===== src/rtl/alu.sv =====
// Registered 32-bit ALU: eight operations on A/B selected by ALUOp, with the
// result, zero and signed-overflow flags captured one cycle after the operands.
module alu #(
    parameter int WIDTH = 32
) (
    input  logic             clk,
    input  logic             reset,
    input  logic [WIDTH-1:0] A,
    input  logic [WIDTH-1:0] B,
    input  logic [2:0]       ALUOp,
    output logic [WIDTH-1:0] C,
    output logic             zero,
    output logic             overflow
);

    localparam logic [2:0] OP_ADD = 3'b000;
    localparam logic [2:0] OP_SUB = 3'b001;
    localparam logic [2:0] OP_AND = 3'b010;
    localparam logic [2:0] OP_OR  = 3'b011;
    localparam logic [2:0] OP_SRL = 3'b100;
    localparam logic [2:0] OP_SRA = 3'b101;
    localparam logic [2:0] OP_XOR = 3'b110;
    localparam logic [2:0] OP_SLT = 3'b111;

    // Overflow when both addends share a sign the sum does not.
    function automatic logic add_ovf(input logic signed [WIDTH-1:0] a,
                                     input logic signed [WIDTH-1:0] b,
                                     input logic signed [WIDTH-1:0] s);
        return (a[WIDTH-1] == b[WIDTH-1]) && (s[WIDTH-1] != a[WIDTH-1]);
    endfunction

    function automatic logic sub_ovf(input logic signed [WIDTH-1:0] a,
                                     input logic signed [WIDTH-1:0] b,
                                     input logic signed [WIDTH-1:0] d);
        return (a[WIDTH-1] != b[WIDTH-1]) && (d[WIDTH-1] != a[WIDTH-1]);
    endfunction

    logic signed [WIDTH-1:0] a_s;
    logic signed [WIDTH-1:0] b_s;
    logic signed [WIDTH-1:0] sum;
    logic signed [WIDTH-1:0] diff;
    logic [4:0]              shamt;
    logic                    lt;

    logic [WIDTH-1:0] res_p0;
    logic             ovf_p0;

    logic [WIDTH-1:0] c_p1;
    logic             zero_p1;
    logic             ovf_p1;

    assign a_s   = A;
    assign b_s   = B;
    assign sum   = a_s + b_s;
    assign diff  = a_s - b_s;
    assign shamt = B[4:0];
    // Direct signed compare, so a wrapped A-B never corrupts slt.
    assign lt    = (a_s < b_s);

    always_comb begin
        res_p0 = '0;
        ovf_p0 = 1'b0;
        unique case (ALUOp)
            OP_ADD: begin
                res_p0 = sum;
                ovf_p0 = add_ovf(a_s, b_s, sum);
            end
            OP_SUB: begin
                res_p0 = diff;
                ovf_p0 = sub_ovf(a_s, b_s, diff);
            end
            OP_AND: res_p0 = A & B;
            OP_OR:  res_p0 = A | B;
            OP_SRL: res_p0 = A >> shamt;
            OP_SRA: res_p0 = a_s >>> shamt;
            OP_XOR: res_p0 = A ^ B;
            OP_SLT: res_p0 = {{(WIDTH-1){1'b0}}, lt};
            default: res_p0 = '0;
        endcase
    end

    // ---- stage p0 -> p1: result register ----
    always_ff @(posedge clk) begin
        if (reset) begin
            c_p1    <= '0;
            zero_p1 <= 1'b1;
            ovf_p1  <= 1'b0;
        end else begin
            c_p1    <= res_p0;
            zero_p1 <= (res_p0 == '0);
            ovf_p1  <= ovf_p0;
        end
    end

    assign C        = c_p1;
    assign zero     = zero_p1;
    assign overflow = ovf_p1;

endmodule


===== config.mk =====
export PLATFORM = sky130hd
export DESIGN_NAME = alu
export DESIGN_NICKNAME = d
export VERILOG_FILES = /design/src/rtl/alu.sv
export SDC_FILE = /design/constraint.sdc
export NUM_CORES = 1
export LEC_CHECK = 0
export ABC_CLOCK_PERIOD_IN_PS = 9700
export CAP_MARGIN = 20
export CORE_MARGIN = 2
export CORE_UTILIZATION = 25
export DETAILED_ROUTE_END_ITERATION = 16
export HOLD_SLACK_MARGIN = 0.15
export SETUP_SLACK_MARGIN = 0.02
export SYNTH_ARGS = -nofsm -noshare
export SYNTH_HDL_FRONTEND = slang
export SYNTH_SLANG_ARGS = --single-unit

===== constraint.sdc =====
create_clock -name clk -period 9.7 [get_ports clk]
set_input_delay 1.94 -clock clk [delete_from_list [all_inputs] [get_ports clk]]
set_output_delay 1.94 -clock clk [all_outputs]
set_load 0.02 [all_outputs]

==> flow_summary.ini <==
[run_status]
status = finished clean

[job]
cap_violations = 0

[cells_and_area]
multi_input_area_mm2 = 0.00747
layoutNonFillerInstCount = 1749
drive_gt1_share_pct = 6.83
nNetsFinal = 1454
regArea_um2 = 681
n_fill_cell = 3872
syn_to_final_growth_pct = 16.5
antenna_cells = 0

[logic_synthesis]
ys_warn_count = 0
synth-edff-count = 0
ys_async_sr_fraction_pct = 0
synthTopCellsByArea = ha_1 13%, dfxtp_1 7.6%, mux4_2 7.3%, a21oi_1 6.0%, mux2i_1 5.5%
yosys.area.top_type = ha_1
synth_most_common_cell = nor2_1
synth_area_mm2 = 0.00891
ys_types = 82
syn_inst = 1259
seq_area_frac_synth_pct = 7.64
syn_area_per_cell_um2 = 7.08
synth_commonest_cells = 123 x nor2_1, 108 x nand2_1, 107 x a21oi_1
synthesis.nets = 1426
synth_top_area_share_pct = 13.5
ys_seq_elements = 34
synth_flop_cell = dfxtp_1

[grt]
grt_max_degree = 61
grt_pass1_vias = 9883
grt_pass1_wl_um = 59900
grt-ovfl-total = 0
gr-usage-all-layers_pct = 20.9
antenna_found_initial = 0

[setup_path]
critPathCaptureType = register
cp-start-kind = input pin
critPathKind = input pin to register
arrival_ns = 7.04
required_ns = 9.92
path_max_fanout = 37

[timing]
holdWs_ns = 2.48
post-route-period-util_pct = 70.3
grt_setup_unrepaired = false
hold_violations = 0
drv_slew = 0
relSlewSlack_pct = 24.6
fin_crit_ns = 6.82
setup_tns_ns = 0
finalSetupViolations = 0
worstMarginPinSlew_ns = 1.13
fmax_mhz = 147

[die]
rows = 69
ios = 103
die_w_um = 193
core-area_mm2 = 0.0353
start_util_pct = 25.2
die_h_um = 193
dieArea_mm2 = 0.0372

[cts]
numClockSinks = 34
post-cts-setup-buffers = 0
postCtsHoldBufs = 0
cts_tree = built
cts-buffers-inserted = 5
cts_buffer_depth = 2
clk_pin_slew_ns = 0.05
cts_max_level = 2
root_buffer = clkbuf_16
cts_resized = 0

[drt]
drt-total-wl_um = 39700
wl_per_cell_um = 22.7
drc = 0
detail-route-antenna-nets = 0
vias = 10500
first_pass_iters = 6
drtIter0Drc = 1486
viasPerCell = 6.02

[pwr]
vdd_drop_max_v = 0.0000960
total_power_uw = 961
pwr_density_cell_mw_per_mm2 = 92.5
power_leakage_uw = 0.00418

[placement]
place_congestion = 1.02
dp_hpwl_um = 30900
place_inst = 1740
io_buffers = 102

[hold_path]
min_path_type = input pin to register
flip-flops by register name (all words and copies together), names as in the netlist:
register  cells
zero          1
overflow      1
C            32
logic make-up after synthesis:
logic type	after synthesis	share of synthesized area (%)
AOI/OAI and AO/OA	426	32.3
buffers and inverters	195	8.59
and+or+nand+nor	395	21.1
DFF	34	7.64
xor gates and xnor gates	19	1.87
muxes	92	14.6
adders and majority gates	98	13.9
layer usage:
| metal | vias to the layer above | GRT usage [%] | wire, um |
|---|---|---|---|
| met5 | - | 0 | 0 |
| met4 | 0 | 6.46 | 1150 |
| met3 | 82 | 2.95 | 3780 |
| met2 | 611 | 32.4 | 17200 |
| met1 | 5088 | 29.7 | 17600 |
| li1 | 4752 | - | - |
final cells by class:
type                    count  share of cell area (%)
clock inverters             3                   0.434
multi-input cells        1030                    71.9
flip-flops and latches     34                    6.55
clock buffers               5                    1.20
repair buffers            119                    10.8
inverters                  97                    3.50
well taps                 461                    5.55
placed cells by master, fill, tap and decap left out, types with 21 or more instances in the layout:
| cell | synthesis | final |
|---|---|---|
| ha_1 | 96 | 96 |
| a21oi_1 | 107 | 107 |
| mux2i_1 | 49 | 49 |
| nand2_1 | 108 | 108 |
| o21ai_0 | 61 | 61 |
| mux4_2 | 29 | 29 |
| o22ai_1 | 40 | 40 |
| nor2b_1 | 21 | 21 |
| nor2_1 | 123 | 123 |
| o211ai_1 | 23 | 23 |
| dfxtp_1 | 34 | 34 |
| inv_1 | 95 | 95 |
| nand3_1 | 21 | 21 |
| nor3_1 | 27 | 26 |
| clkdlybuf4s50_1 | 0 | 96 |
worst paths after layout:
| path | startpoint | end | slack (ns) | cells after the start |
|---|---|---|---|---|
| setup / recovery | B[3] | zero$_SDFF_PP1_ | 2.88 | 15 |
| hold / removal | reset | C[27]$_SDFF_PP0_ | 2.48 | 3 |
critical path: stages:
cell and delay, ns:
clkdlybuf4s50_1 0.45, buf_4 0.38, inv_1 0.36, ha_1 0.50
o211ai_1 0.24, o211ai_1 0.22, a221oi_1 0.72, o21ai_0 0.35
o41ai_1 0.66, o21ai_0 0.21, o211ai_1 0.13, a22o_1 0.15
o31ai_1 0.10, nor4_1 0.37, a41o_1 0.23
through the flow:
stage | instance area [um2] | utilization (%) | setup WS [ns]
6_report | 10400 | 29.4 | 2.88
5_1_grt | 10400 | 29.4 | 2.58
4_1_cts | 10400 | 29.4 | 3.03
3_5_place_dp | 10200 | 28.9 | 2.76
3_3_place_gp | 10200 | 28.9 | 2.80
2_1_floorplan | 8910 | - | 4.02
report_power, final:
| group | leakage [uW] | switching (uW) | internal, uW |
|---|---|---|---|
| Combinational | 0.00382 | 390 | 233 |
| Sequential | 0.000283 | 4.24 | 155 |
| Clock | 0.0000760 | 57.8 | 121 |
Power figures use the tool's default switching activity.
